--- src/rtl/alu_ops_pkg.sv ---
// Shared ALU op codes, RISC-V major opcodes and skid-buffer state encoding
// for the ID->EX issue stage.
package alu_ops_pkg;

    typedef enum logic [3:0] {
        ALU_AND = 4'b0000,
        ALU_OR  = 4'b0001,
        ALU_LUI = 4'b0010,
        ALU_XOR = 4'b0011,
        ALU_SLL = 4'b0100,
        ALU_SRL = 4'b0101,
        ALU_BLT = 4'b0110,
        ALU_BGE = 4'b0111,
        ALU_BEQ = 4'b1000,
        ALU_BNE = 4'b1001,
        ALU_SUB = 4'b1010,
        ALU_ADD = 4'b1011,
        ALU_SLT = 4'b1100,
        ALU_SRA = 4'b1101,
        ALU_JAL = 4'b1110
    } alu_op_e;

    localparam logic [6:0] OPC_OP     = 7'b0110011;
    localparam logic [6:0] OPC_OP_IMM = 7'b0010011;
    localparam logic [6:0] OPC_LOAD   = 7'b0000011;
    localparam logic [6:0] OPC_STORE  = 7'b0100011;
    localparam logic [6:0] OPC_JALR   = 7'b1100111;
    localparam logic [6:0] OPC_BRANCH = 7'b1100011;
    localparam logic [6:0] OPC_LUI    = 7'b0110111;
    localparam logic [6:0] OPC_JAL    = 7'b1101111;

    localparam logic [6:0] F7_ALT     = 7'b0100000;

    // EMPTY: no entry; ONE: MAIN holds an entry; FULL: MAIN and SKID both held.
    typedef enum logic [1:0] {
        ST_EMPTY = 2'd0,
        ST_ONE   = 2'd1,
        ST_FULL  = 2'd2
    } state_e;

endpackage

--- src/rtl/alu_op_decode.sv ---
// Combinational decode of opcode/funct3/funct7 into the ALU op code plus
// operand selection. Unsupported encodings zero everything and flag illegal.
module alu_op_decode
    import alu_ops_pkg::*;
#(
    parameter int DATA_WIDTH = 32
) (
    input  logic [6:0]            opcode_i,
    input  logic [2:0]            funct3_i,
    input  logic [6:0]            funct7_i,
    input  logic [DATA_WIDTH-1:0] rs1_i,
    input  logic [DATA_WIDTH-1:0] rs2_i,
    input  logic [DATA_WIDTH-1:0] imm_i,
    input  logic [DATA_WIDTH-1:0] pc_i,
    output alu_op_e               op_o,
    output logic [DATA_WIDTH-1:0] src_a_o,
    output logic [DATA_WIDTH-1:0] src_b_o,
    output logic                  illegal_o
);

    // Immediate shifts only use the low five immediate bits as the shift amount.
    logic [DATA_WIDTH-1:0] shamt;
    assign shamt = {{(DATA_WIDTH-5){1'b0}}, imm_i[4:0]};

    // Decode op and operands; illegal encodings are scrubbed at the end.
    always_comb begin
        op_o      = ALU_AND;
        src_a_o   = '0;
        src_b_o   = '0;
        illegal_o = 1'b0;
        case (opcode_i)
            OPC_OP, OPC_OP_IMM: begin
                src_a_o = rs1_i;
                src_b_o = (opcode_i == OPC_OP) ? rs2_i : imm_i;
                case (funct3_i)
                    3'b000: op_o = (opcode_i == OPC_OP && funct7_i == F7_ALT) ? ALU_SUB : ALU_ADD;
                    3'b111: op_o = ALU_AND;
                    3'b110: op_o = ALU_OR;
                    3'b100: op_o = ALU_XOR;
                    3'b010: op_o = ALU_SLT;
                    3'b001: begin
                        op_o = ALU_SLL;
                        if (opcode_i == OPC_OP_IMM) src_b_o = shamt;
                    end
                    3'b101: begin
                        op_o = funct7_i[5] ? ALU_SRA : ALU_SRL;
                        if (opcode_i == OPC_OP_IMM) src_b_o = shamt;
                    end
                    default: illegal_o = 1'b1;
                endcase
            end
            OPC_LOAD, OPC_STORE, OPC_JALR: begin
                op_o    = ALU_ADD;
                src_a_o = rs1_i;
                src_b_o = imm_i;
            end
            OPC_BRANCH: begin
                src_a_o = rs1_i;
                src_b_o = rs2_i;
                case (funct3_i)
                    3'b000:  op_o = ALU_BEQ;
                    3'b001:  op_o = ALU_BNE;
                    3'b100:  op_o = ALU_BLT;
                    3'b101:  op_o = ALU_BGE;
                    default: illegal_o = 1'b1;
                endcase
            end
            OPC_LUI: begin
                op_o    = ALU_LUI;
                src_b_o = imm_i;
            end
            OPC_JAL: begin
                op_o    = ALU_JAL;
                src_a_o = pc_i;
                src_b_o = imm_i;
            end
            default: illegal_o = 1'b1;
        endcase
        if (illegal_o) begin
            op_o    = ALU_AND;
            src_a_o = '0;
            src_b_o = '0;
        end
    end

endmodule

--- src/rtl/alu_issue_stage.sv ---
// ID->EX issue stage: decodes into ALU operands and holds them in a
// MAIN/SKID pair so the registered in_ready still allows full throughput.
module alu_issue_stage
    import alu_ops_pkg::*;
#(
    parameter int DATA_WIDTH    = 32,
    parameter int OPCODE_LENGTH = 4
) (
    input  logic                     clk,
    input  logic                     reset,
    input  logic                     in_valid,
    output logic                     in_ready,
    input  logic [6:0]               opcode,
    input  logic [2:0]               funct3,
    input  logic [6:0]               funct7,
    input  logic [DATA_WIDTH-1:0]    rs1_data,
    input  logic [DATA_WIDTH-1:0]    rs2_data,
    input  logic [DATA_WIDTH-1:0]    imm,
    input  logic [DATA_WIDTH-1:0]    pc,
    input  logic                     flush,
    output logic                     out_valid,
    input  logic                     out_ready,
    output logic [DATA_WIDTH-1:0]    SrcA,
    output logic [DATA_WIDTH-1:0]    SrcB,
    output logic [OPCODE_LENGTH-1:0] Operation,
    output logic                     illegal
);

    alu_op_e               dec_op;
    logic [DATA_WIDTH-1:0] dec_a, dec_b;
    logic                  dec_ill;

    alu_op_decode #(.DATA_WIDTH(DATA_WIDTH)) u_dec (
        .opcode_i  (opcode),
        .funct3_i  (funct3),
        .funct7_i  (funct7),
        .rs1_i     (rs1_data),
        .rs2_i     (rs2_data),
        .imm_i     (imm),
        .pc_i      (pc),
        .op_o      (dec_op),
        .src_a_o   (dec_a),
        .src_b_o   (dec_b),
        .illegal_o (dec_ill)
    );

    state_e                state_q, state_d;
    logic                  in_ready_q;
    alu_op_e               main_op_q, skid_op_q;
    logic [DATA_WIDTH-1:0] main_a_q, main_b_q, skid_a_q, skid_b_q;
    logic                  main_ill_q, skid_ill_q;

    logic accept, drain;
    logic load_main, main_from_skid, load_skid;

    // An offer made in a flush cycle is discarded, so flush gates accept.
    assign accept = in_valid && in_ready_q && !flush;
    assign drain  = out_valid && out_ready;

    // Next state and entry-register load selects.
    always_comb begin
        state_d        = state_q;
        load_main      = 1'b0;
        main_from_skid = 1'b0;
        load_skid      = 1'b0;
        if (flush) begin
            state_d = ST_EMPTY;
        end else begin
            case (state_q)
                ST_EMPTY: begin
                    if (accept) begin
                        state_d   = ST_ONE;
                        load_main = 1'b1;
                    end
                end
                ST_ONE: begin
                    if (accept && drain) begin
                        load_main = 1'b1;
                    end else if (accept) begin
                        state_d   = ST_FULL;
                        load_skid = 1'b1;
                    end else if (drain) begin
                        state_d = ST_EMPTY;
                    end
                end
                ST_FULL: begin
                    if (drain) begin
                        state_d        = ST_ONE;
                        load_main      = 1'b1;
                        main_from_skid = 1'b1;
                    end
                end
                default: state_d = ST_EMPTY;
            endcase
        end
    end

    // State, registered ready, and the MAIN/SKID entry registers.
    always_ff @(posedge clk) begin
        if (reset) begin
            state_q    <= ST_EMPTY;
            in_ready_q <= 1'b1;
            main_op_q  <= ALU_AND;
            main_a_q   <= '0;
            main_b_q   <= '0;
            main_ill_q <= 1'b0;
            skid_op_q  <= ALU_AND;
            skid_a_q   <= '0;
            skid_b_q   <= '0;
            skid_ill_q <= 1'b0;
        end else begin
            state_q    <= state_d;
            in_ready_q <= (state_d != ST_FULL);
            if (load_main) begin
                main_op_q  <= main_from_skid ? skid_op_q  : dec_op;
                main_a_q   <= main_from_skid ? skid_a_q   : dec_a;
                main_b_q   <= main_from_skid ? skid_b_q   : dec_b;
                main_ill_q <= main_from_skid ? skid_ill_q : dec_ill;
            end
            if (load_skid) begin
                skid_op_q  <= dec_op;
                skid_a_q   <= dec_a;
                skid_b_q   <= dec_b;
                skid_ill_q <= dec_ill;
            end
        end
    end

    assign in_ready  = in_ready_q;
    assign out_valid = (state_q != ST_EMPTY);
    assign SrcA      = main_a_q;
    assign SrcB      = main_b_q;
    assign Operation = OPCODE_LENGTH'(main_op_q);
    assign illegal   = main_ill_q;

endmodule

--- config.mk ---
export PLATFORM = sky130hd
export DESIGN_NAME = alu_issue_stage
export DESIGN_NICKNAME = d
export VERILOG_FILES = /design/src/rtl/alu_ops_pkg.sv /design/src/rtl/alu_op_decode.sv /design/src/rtl/alu_issue_stage.sv
export SDC_FILE = /design/constraint.sdc
export NUM_CORES = 1
export LEC_CHECK = 0
export ABC_AREA = 1
export BUFFER_PORTS_ARGS = -buffer_cell sky130_fd_sc_hd__buf_2
export CORE_ASPECT_RATIO = 0.7
export CORE_MARGIN = 8
export CORE_UTILIZATION = 45
export CTS_CLUSTER_DIAMETER = 80
export DETAILED_ROUTE_END_ITERATION = 8
export PLACE_DENSITY = 0.77
export SYNTH_ARGS = -nofsm -noshare
export SYNTH_HDL_FRONTEND = slang
export SYNTH_SLANG_ARGS = --single-unit
--- constraint.sdc ---
create_clock -name clk -period 2.25 [get_ports clk]
set_clock_uncertainty 0.05 [all_clocks]
set_input_delay 0 -clock clk [delete_from_list [all_inputs] [get_ports clk]]
set_output_delay 0 -clock clk [all_outputs]
set_load 0.01 [all_outputs]
### Yosys cells after proc, flatten, opt, wreduce, memory -nomap -nowiden

Cells that the tools add are included.

* equal/unequal tests: 18
* muxes and demuxes: 37
* reduce and logical (&&, ||, !) cells: 16

Operators with widths (number)
* $mux 32: 7
* $pmux 32 s3: 1
* $pmux 32 s2: 1
* $eq 7x6->1 const B: 4
* $pmux 4 s6: 1
* $eq 7x7->1 const B: 3
* $pmux 4 s5: 1
* $pmux 4 s4: 1
* $mux 1: 13
* $eq 3x3->1 const B: 4
* $mux 2: 6
* $mux 4: 3
* $eq 7x2->1 const B: 1
* $eq 7x5->1 const B: 1
* $reduce_or 7->1: 1
* $pmux 1 s3: 2
* $pmux 2 s3: 1
* $reduce_or 6->1: 1
* $logic_and 1x1->1: 5
* $reduce_or 5->1: 1
* $reduce_or 2->1: 2
* $reduce_or 4->1: 1
* $eq 3x1->1 const B: 1
* $eq 3x2->1 const B: 1
* 8 further kinds: 8

* register bits after elaboration: 141
* output and inout port bits: 71
* word-level logic and storage cells: 81

### Depth between registers and ports, before layout

Gate-level depths: netlist of the first run.

* depth after elaboration: 8
* mapped depth: 12
* gate-level depth less buffers: 11

### By module

From an unflattened synthesis of the first run, not the netlist that was laid out.

* cell total of the unflattened synthesis: 1326
* area total of the unflattened synthesis: 8311.7 µm²

By module, submodules not included
* alu_issue_stage: times used 1, cells each 1022, area an instance 6727.7 µm², sequential area each 2822.7 µm²
* alu_op_decode: times used 1, cells each 304, area an instance 1584.0 µm², sequential area each 0.0 µm²

### Worst setup path before layout of the first run

No wires, ideal clock.

* path type: reg-to-reg
* start: register in_ready_q (netlist: in_ready)
* end: register skid_a_q[0]
* library setup time: 0.128 ns
* arrival time: 1.390 ns
* required time: 2.072 ns
* setup slack: 0.682 ns
* cell stages (with the launch flop): 8
* path buffers: 2
* path through: dfxtp_1 nand2_1 nor2_1 nand2_1 nor2_2 buf_4 clkbuf_1 a21oi_1

* word-level cells in the longest chain between the ends: 6
* elaborated cells on any way between the ends: 7
* classes of those cells: mux (4); reduce/logical (3)

Ends and longest elaborated chain
* from (decl): line alu_issue_stage.sv:48 `logic in_ready_q;`
* from (signal assigned): line alu_issue_stage.sv:113 `in_ready_q <= (state_d != ST_FULL);`
* $logic_and 1x1->1 (*) (2 in a row): line alu_issue_stage.sv:57 `assign accept = in_valid && in_ready_q && !flush;`
* $mux 1 / $logic_and 1x1->1 (equally long branches): line alu_issue_stage.sv:79, alu_issue_stage.sv:77
* $mux 1 (*): line alu_issue_stage.sv:77 `if (accept && drain) begin`
* $mux 1 (*): line alu_issue_stage.sv:69 `case (state_q)`
* $mux 1 (*): line alu_issue_stage.sv:66 `if (flush) begin`
* to (signal assigned): line alu_issue_stage.sv:108 `skid_a_q <= '0;`
* to (signal assigned): line alu_issue_stage.sv:122 `skid_a_q <= dec_a;`
* to (decl): line alu_issue_stage.sv:50 `logic [DATA_WIDTH-1:0] main_a_q, main_b_q, skid_a_q, skid_b_q;`

Every way passes the cells marked *; elsewhere a longest branch is shown, timed or not.
A chain may end at the register's enable or synchronous reset.

### Final worst setup path of the first run

* start: register state_q[0]
* end: register main_a_q[8] (netlist: SrcA[8])

* word-level cells in the longest chain between the ends: 6
* elaborated cells on any way between the ends: 13
* classes of those cells: eq/ne (2); mux (7); reduce/logical (4)

Ends and longest elaborated chain
* from (decl): line alu_issue_stage.sv:47 `state_e state_q, state_d;`
* from (signal assigned): line alu_issue_stage.sv:112 `state_q <= state_d;`
* $reduce_bool 2->1: line alu_issue_stage.sv:130 `assign out_valid = (state_q != ST_EMPTY);`
* $logic_and 1x1->1: line alu_issue_stage.sv:58 `assign drain = out_valid && out_ready;`
* $logic_and 1x1->1 / $mux 1 (equally long branches): line alu_issue_stage.sv:77, alu_issue_stage.sv:87
* $mux 1, on equally long branches: line alu_issue_stage.sv:77, alu_issue_stage.sv:69
* $pmux 1 s3 / $mux 1 (equally long branches): line alu_issue_stage.sv:69, alu_issue_stage.sv:66
* $mux 1 / $mux 32 (equally long branches): line alu_issue_stage.sv:66, alu_issue_stage.sv:116
* to (signal assigned): line alu_issue_stage.sv:116 `main_a_q <= main_from_skid ? skid_a_q : dec_a;`
* to (decl): line alu_issue_stage.sv:50

Several ways; a longest one is shown, not always the timed one.

==> results.md, run 1 <==
- Post-synthesis mux area share: 0
- Min-delay src: funct3[2]
- Cells on worst reg2reg path: 8
- GP Congestion: just under 0.9
- Worst-Margin Slew: a little under 0.9 ns
- Yosys reg bits: between 100 and 150
- Hold Crit Class: input pin to flop
- Worst Setup End Kind: flop
- Register area share after synthesis: 0.401
- Routed wire length per instance: around 14 um
- DIE WIDTH: approximately 170 um
- Yosys warns: 0
- Largest family of logic cells by synthesized area: simple AND/OR/NAND/NOR gates
- Period utilisation layout: 0.892
- Maximum vdd drop: roughly 0.0005 V
- Synth Instances: 1125
- Post-DRT Antenna Nets: 0
- Number of flops mapped to enable cells by yosys: 0
- Crit path DAT: 2.28 ns
- Vias in the first global route: roughly 7900
- Reg2reg setup slack: around 0.24 ns
- Largest net degree at the start of global routing: 75
- Cell with the most instances after synthesis: nand2_1
- Clock Sink Count: 141
- Routed vias: between 8000 and 9000
- Reg2reg start: state_q[0]
- Synth top area share: 0.401
- Tmin final: 2.01 ns
- Crit-path leading delay family: buffers and inverters
- Largest cells by area after synthesis: dfxtp_1, nand2_1, a21oi_1
- Power per cell area: 577 nW/um^2
- Core Area: 15400 um^2
- Share of layout cells above drive strength 1: 0.194
- Worst path cell trace: inv_2 > nand4_1 > inv_2 > buf_4 > nand2_1 > nand2_1 > inv_1 > a21oi_1
- Number of gates resized after CTS: 0
- Post-Syn Area: around 7000 um^2
- Gr ovfl total: 0
- Library cells used by synthesis: 23
- Drt via density: about 5
- Drt drc: 0
- Synth Area per Inst: approximately 6.3 um^2
- Std-Cell Rows: 38
- PortBufs: 220
- Detail Placement HPWL: ~14000 um
- H-tree depth: 4
- Non-Filler Instances: ~1600
- Clock transition at path regs: approximately 0.060 ns
- WP depth: 8
- Initial Utilization: 0.457
- Synth Area in Compound Gates: 0.159
- Total of max-cap violations: 0
- # IOs: about 220
- Status: finished, final reports clean
- Startpoint types: flop
- Net Count, Synth: ~1300
- Worst-path cell with the longest stage delay: buf_4
- Post-Synth XOR/XNOR Area: 0
- Predominant post-synthesis flop cell: dfxtp_1
- Crit path kind: flop to flop
- Worst skew pair latency: around 0.4 ns
- Setup tns final: 0 ns
- Drt initial violations: roughly 550
- WP buf/inv: 4
- Post-Synth Adder-Cell Area: 0
- Reg2reg end: SrcA[8]
- First-pass DRT Iterations: 6
- Slowest stage delay, CP: roughly 0.61 ns
- Area delta synth->final: 43.4%
- Final Hold Slack: ~0.040 ns
- Slew Limit Fails: 0
- CP Max Fanout: 66
- CP required: 2.53 ns
- Cell taking the most area after synthesis: dfxtp_1
- Die Height: between 100 and 150 um
- CTS tree: built
- First-pass GRT wire length: 37900 um
- Simple-gate portion of the synthesized area: 0.336
- Clock Path Buffers: 2
- CTS Root Buffer Type: clkbuf_16
- Achievable Freq: 498 MHz
- Hold Vio Cnt, Final: 0
- RSZ-0062 raised after global routing: false
- Cts bufs inserted: 17
- Final wirelength: approximately 23000 um
- Worst slew margin: 0.420
- Placed insts: roughly 1500
- Hold Crit Depth: 5
- Pleak: 4.90 nW
- Setup violators final: 0
- Core Util, Final: 0.656
- Die area: 20000 um^2
- NumNets Final: approximately 1600
- Hold worst-path end: skid_op_q[1]
- Total track usage: 0.228
- Top post-synthesis cells by count: nand2_1, dfxtp_1, a21oi_1, inv_1, o21ai_0
- Post-synth ARST share: 0
- Initial antenna violation count: 1
## layer usage
layer	routed length, um	vias to the layer above	share of wire	GRT usage
met1	9910	3748	0.43	0.281
li1	-	4163	-	-
met5	0	-	0	0
met4	349	0	0.015	0.0706
met3	1780	35	0.077	0.0550
met2	11100	299	0.48	0.387
## cell type report
class | count | area, um^2
Antenna cell | 2 | 5.00
Clock buffer | 18 | 439
Clock inverter | 13 | 141
Fill cell | 1350 | 5310
Inverter | 94 | 353
Multi-Input combinational cell | 815 | 3500
Sequential cell | 141 | 2820
Tap cell | 200 | 250
Timing Repair Buffer | 365 | 2590
## through the flow
stage               setup slack [ns]  instance area [um^2]  power [W]
finish                         0.244                 10100    0.00582
global route                  0.0730                 10100    0.00604
CTS                            0.266                 10100    0.00585
detailed placement             0.302                  8210    0.00298
global placement               0.386                  8210    0.00297
floorplan                      0.682                  7040    0.00278
## worst max path at each step
| stage | to | slack (ns) | startpoint |
|---|---|---|---|
| 3_5_place_dp | SrcB[31] | 0.30 | state_q[0] |
| 2_1_floorplan | skid_a_q[0] | 0.68 | in_ready |
| 6_report | SrcA[8] | 0.24 | state_q[0] |
| 4_1_cts | SrcA[9] | 0.27 | state_q[0] |
| 5_1_grt | SrcB[16] | 0.07 | opcode[3] |
| 3_3_place_gp | SrcB[1] | 0.39 | state_q[0] |
## worst reg2reg max path: stages, from the launching register on
cell     delay (ns)
dfxtp_1        0.38
inv_2          0.09
nand4_1        0.19
inv_2          0.14
buf_4          0.61
nand2_1        0.17
nand2_1        0.12
inv_1          0.04
a21oi_1        0.14
## logic make-up (layout without fill, tap and decap cells)
| family | Yosys count | in the layout |
|---|---|---|
| AO/OA/AOI/OAI | 219 | 219 |
| buffers and inverters | 169 | 490 |
| other | 0 | 2 |
| flip-flops | 141 | 141 |
| AND/OR/NAND/NOR | 596 | 596 |
## repair_timing
action,in CTS,in global routing
endpoints found under the hold margin,131,0
hold buffers,130,0
setup buffers,0,0
endpoints found under the setup margin,0,0
## report_power, final
group	leakage, nW	internal [W]	switching [W]
Sequential	1.14	0.00252	0.0000116
Clock	0.267	0.00166	0.00110
Combinational	3.50	0.000256	0.000273
## layout by cell type (no fill, tap or decap), types with 4 or more instances in the layout
master         count
a21oi_1          136
buf_12             6
buf_2            220
buf_4              9
clkbuf_16         17
clkinv_1           8
clkinvlp_4         6
dfxtp_1          141
dlygate4sd3_1    130
inv_1             81
inv_2              5
nand2_1          487
nand2_2            4
nand3_1           75
nor2_1            19
nor3_1             7
o21ai_0           77
## sequential cells by signal (all words and copies together) (netlist names)
name,cells
in_ready,1
skid_op_q,4
SrcA,32
skid_a_q,32
Operation,4
illegal,1
SrcB,32
state_q,2
skid_b_q,32
skid_ill_q,1
No activity file was read; power rests on OpenSTA's default activity.
==> run 2: changes to the inputs <==
- ABC_CLOCK_PERIOD_IN_PS: unset -> 2250
- CORE_ASPECT_RATIO: 0.7 -> 1.75
- CORE_UTILIZATION: 45 -> 36
- PLACE_DENSITY: 0.77 -> 0.65
==> run 2 against run 1 <==
Die area up 23%. Design area up 1.5%. First-iteration DRC count down 33%. Sequential cell count unchanged. Critical path depth up 4. Core utilization down 12 points. Clock power up 4%. Total power up 1.9%. Critical endpoint is now SrcA[6]. Largest power group unchanged.
==> results.md, run 2 (synthesis gave the netlist of run 1 again) <==
- RSZ-0062 raised after global routing: false
- Total of max-cap violations: 0 (unchanged)
- Clock transition at path regs: 0.06 ns (about the same)
- Die area: 24500 um^2 (+23%)
- Std-Cell Rows: 67 (+76%)
- Fillers: 1889 (+40%)
- Most frequent cells in the layout: nand2_1, buf_2, dfxtp_1, a21oi_1, dlygate4sd3_1
- PortBufs: 220 (unchanged)
- Setup violators final: 0 (unchanged)
- Clock power share: 0.483 (+0.008)
- Crit-path leading delay family: buffers and inverters
- Detail Placement HPWL: 15100 um (+8.7%)
- Number of gates resized after CTS: 0 (unchanged)
- Crit path kind: input pin to flop
- Reg area: 2820 um^2 (unchanged)
- Worst-Margin Slew: 0.888 ns (+0.0180 ns)
- Cell internal pwr: 0.00453 W (+2.2%)
- Share of layout cells above drive strength 1: 0.196 (+0.00126)
- Area delta synth->final: 45.5%
- Psw: 0.00140 W (+0.93%)
- Final wirelength: 23500 um (+1.3%)
- Slew Limit Fails: 0 (unchanged)
- Hold Crit Class: input pin to flop
- Final Hold Slack: 0.0284 ns (-0.0120 ns)
- GP Congestion: 0.857 (-1.2%)
- Initial antenna violation count: 0 (-1)
- Combinational power share: 0.090 (about the same)
- Tmin final: 1.94 ns (-0.0708 ns)
- PnR worst setup slack: 0.315 ns (+0.0708 ns)
- Clock Sink Count: 141 (unchanged)
- Core Util, Final: 0.534 (-0.122)
- CP Max Fanout: 12 (-82%)
- # IOs: 221 (unchanged)
- CP required: 2.53 ns (about the same)
- Vias in the first global route: 8030 (+1.4%)
- Worst Setup End Kind: flop
- Dpl ws: 0.382 ns (+0.0800 ns)
- Routed wire length per instance: 13.9 um (-1.4%)
- First-pass DRT Iterations: 5 (-1)
- Initial Utilization: 0.367 (-0.0903)
- Status: finished, final reports clean
- Post-DRT Antenna Nets: 0 (unchanged)
- Worst slew margin: 0.408 (-0.0120)
- Antenna Diode Count: 0 (-2)
- Drt via density: 4.77 (-4.6%)
- Area of the multi-input gates: 3500 um^2 (+0.21%)
- Die Height: 201 um (+67%)
- Reg power frac: 0.426 (-0.008)
- Largest net degree at the start of global routing: 75 (unchanged)
- Gr ovfl total: 0 (unchanged)
- WP buf/inv: 4 (unchanged)
- H-tree depth: 4 (unchanged)
- Drt initial violations: 371 (-33%)
- Achievable Freq: 517 MHz (+3.7%)
- Period utilisation layout: 0.860 (-0.0315)
- DIE WIDTH: 122 um (-26%)
- Setup tns final: 0 ns (unchanged)
- Clock Path Buffers: 2 (unchanged)
- Pleak: 4.96 nW (+1.2%)
- Total track usage: 0.192 (-0.0360)
- Worst path cell trace: buf_2 > nor2_1 > nand2_2 > a21oi_1 > nor2_1 > inv_1 > buf_4 > nand2_1 > nand2_1 > dlygate4sd3_1 > nand3_1 > a21oi_1
- NumNets Final: 1589 (+0.32%)
- Sw Share: 0.236 (-0.00225)
- CTS Root Buffer Type: clkbuf_16
- First-pass GRT wire length: 38600 um (+2.0%)
- Worst skew pair latency: 0.41 ns (about the same)
- Hold Vio Cnt, Final: 0 (unchanged)
- Core Area: 19200 um^2 (+25%)
- Maximum vdd drop: 0.000427 V (-14%)
- Routed vias: 8078 (-2.0%)
- Commonest non-fill, non-tap cell in the layout: nand2_1
- Slowest stage delay, CP: 0.60 ns (about the same)
- Cts bufs inserted: 17 (unchanged)
- Drt drc: 0 (unchanged)
- Startpoint types: input pin
- Crit path DAT: 2.22 ns (-0.06 ns)
- Worst-path cell with the longest stage delay: dlygate4sd3_1
- Power per cell area: 579 nW/um^2 (+0.43%)
- CTS tree: built
==> run 2: cell count changes in the layout (fill, tap and decap cells not counted), sizes merged <==
cell	change
clkinvlp	-4
clkbuf	+1
buf	+4
bufinv	+1
inv	+1
clkinv	+2
dlygate4sd3	+1
diode	-2
==> run 2: worst paths after layout <==
check	start	endpoint	slack, ns	cells after the start
hold / removal	funct3[2]	skid_op_q[1]	0.03	5
hold reg to reg	skid_op_q[2]	Operation[2]	0.44	2
setup reg to reg	state_q[0]	SrcA[28]	0.37	8
setup / recovery	opcode[3]	SrcA[6]	0.31	12
==> run 2: worst reg2reg max path, cell delays in order, from the launching register on <==
cell and delay (ns):
dfxtp_1 0.38, inv_2 0.09, nand4_1 0.20, inv_2 0.29, buf_4 0.41, nand2_1 0.10, nand2_1 0.08, clkinv_1 0.06
a21oi_1 0.14
==> run 2: cell type report <==
| class | count | area share |
|---|---|---|
| clock buffer | 19 | 0.0423 |
| clock inverter | 13 | 0.0160 |
| inverter | 94 | 0.0344 |
| multi-input combinational | 815 | 0.342 |
| sequential | 141 | 0.275 |
| tap | 241 | 0.0294 |
| timing repair buffer | 370 | 0.260 |
==> run 2: routing by layer <==
layer	global-route usage	vias to the layer above	wire (um)
li1	-	4173	-
met1	0.203	3657	9150
met2	0.351	213	12300
met3	0.0403	35	1330
met4	0.0842	0	662
met5	0	-	0
==> run 2: power groups by stage <==
stage / Sequential [W] / Combinational, W / Clock [W]
2_1_floorplan: 0.00258 / 0.000201 / 0
3_3_place_gp: 0.00258 / 0.000406 / 0
3_5_place_dp: 0.00258 / 0.000409 / 0
4_1_cts: 0.00253 / 0.000534 / 0.00294
5_1_grt: 0.00253 / 0.000587 / 0.00304
6_report: 0.00253 / 0.000536 / 0.00287
==> run 2: stage by stage <==
| step | instance area [um^2] | total power [W] | instances |
|---|---|---|---|
| after floorplan | 7040 | 0.00278 | 1125 |
| after global placement | 8340 | 0.00299 | 1530 |
| after detailed placement | 8340 | 0.00299 | 1530 |
| after CTS | 10200 | 0.00601 | 1693 |
| after global routing | 10200 | 0.00615 | 1693 |
| final | 10200 | 0.00593 | 1693 |
==> run 2: what timing repair did <==
| action | CTS | global route |
|---|---|---|
| setup buffers | 0 | 0 |
| hold buffers | 131 | 0 |
| hold endpoints to repair | 131 | 0 |
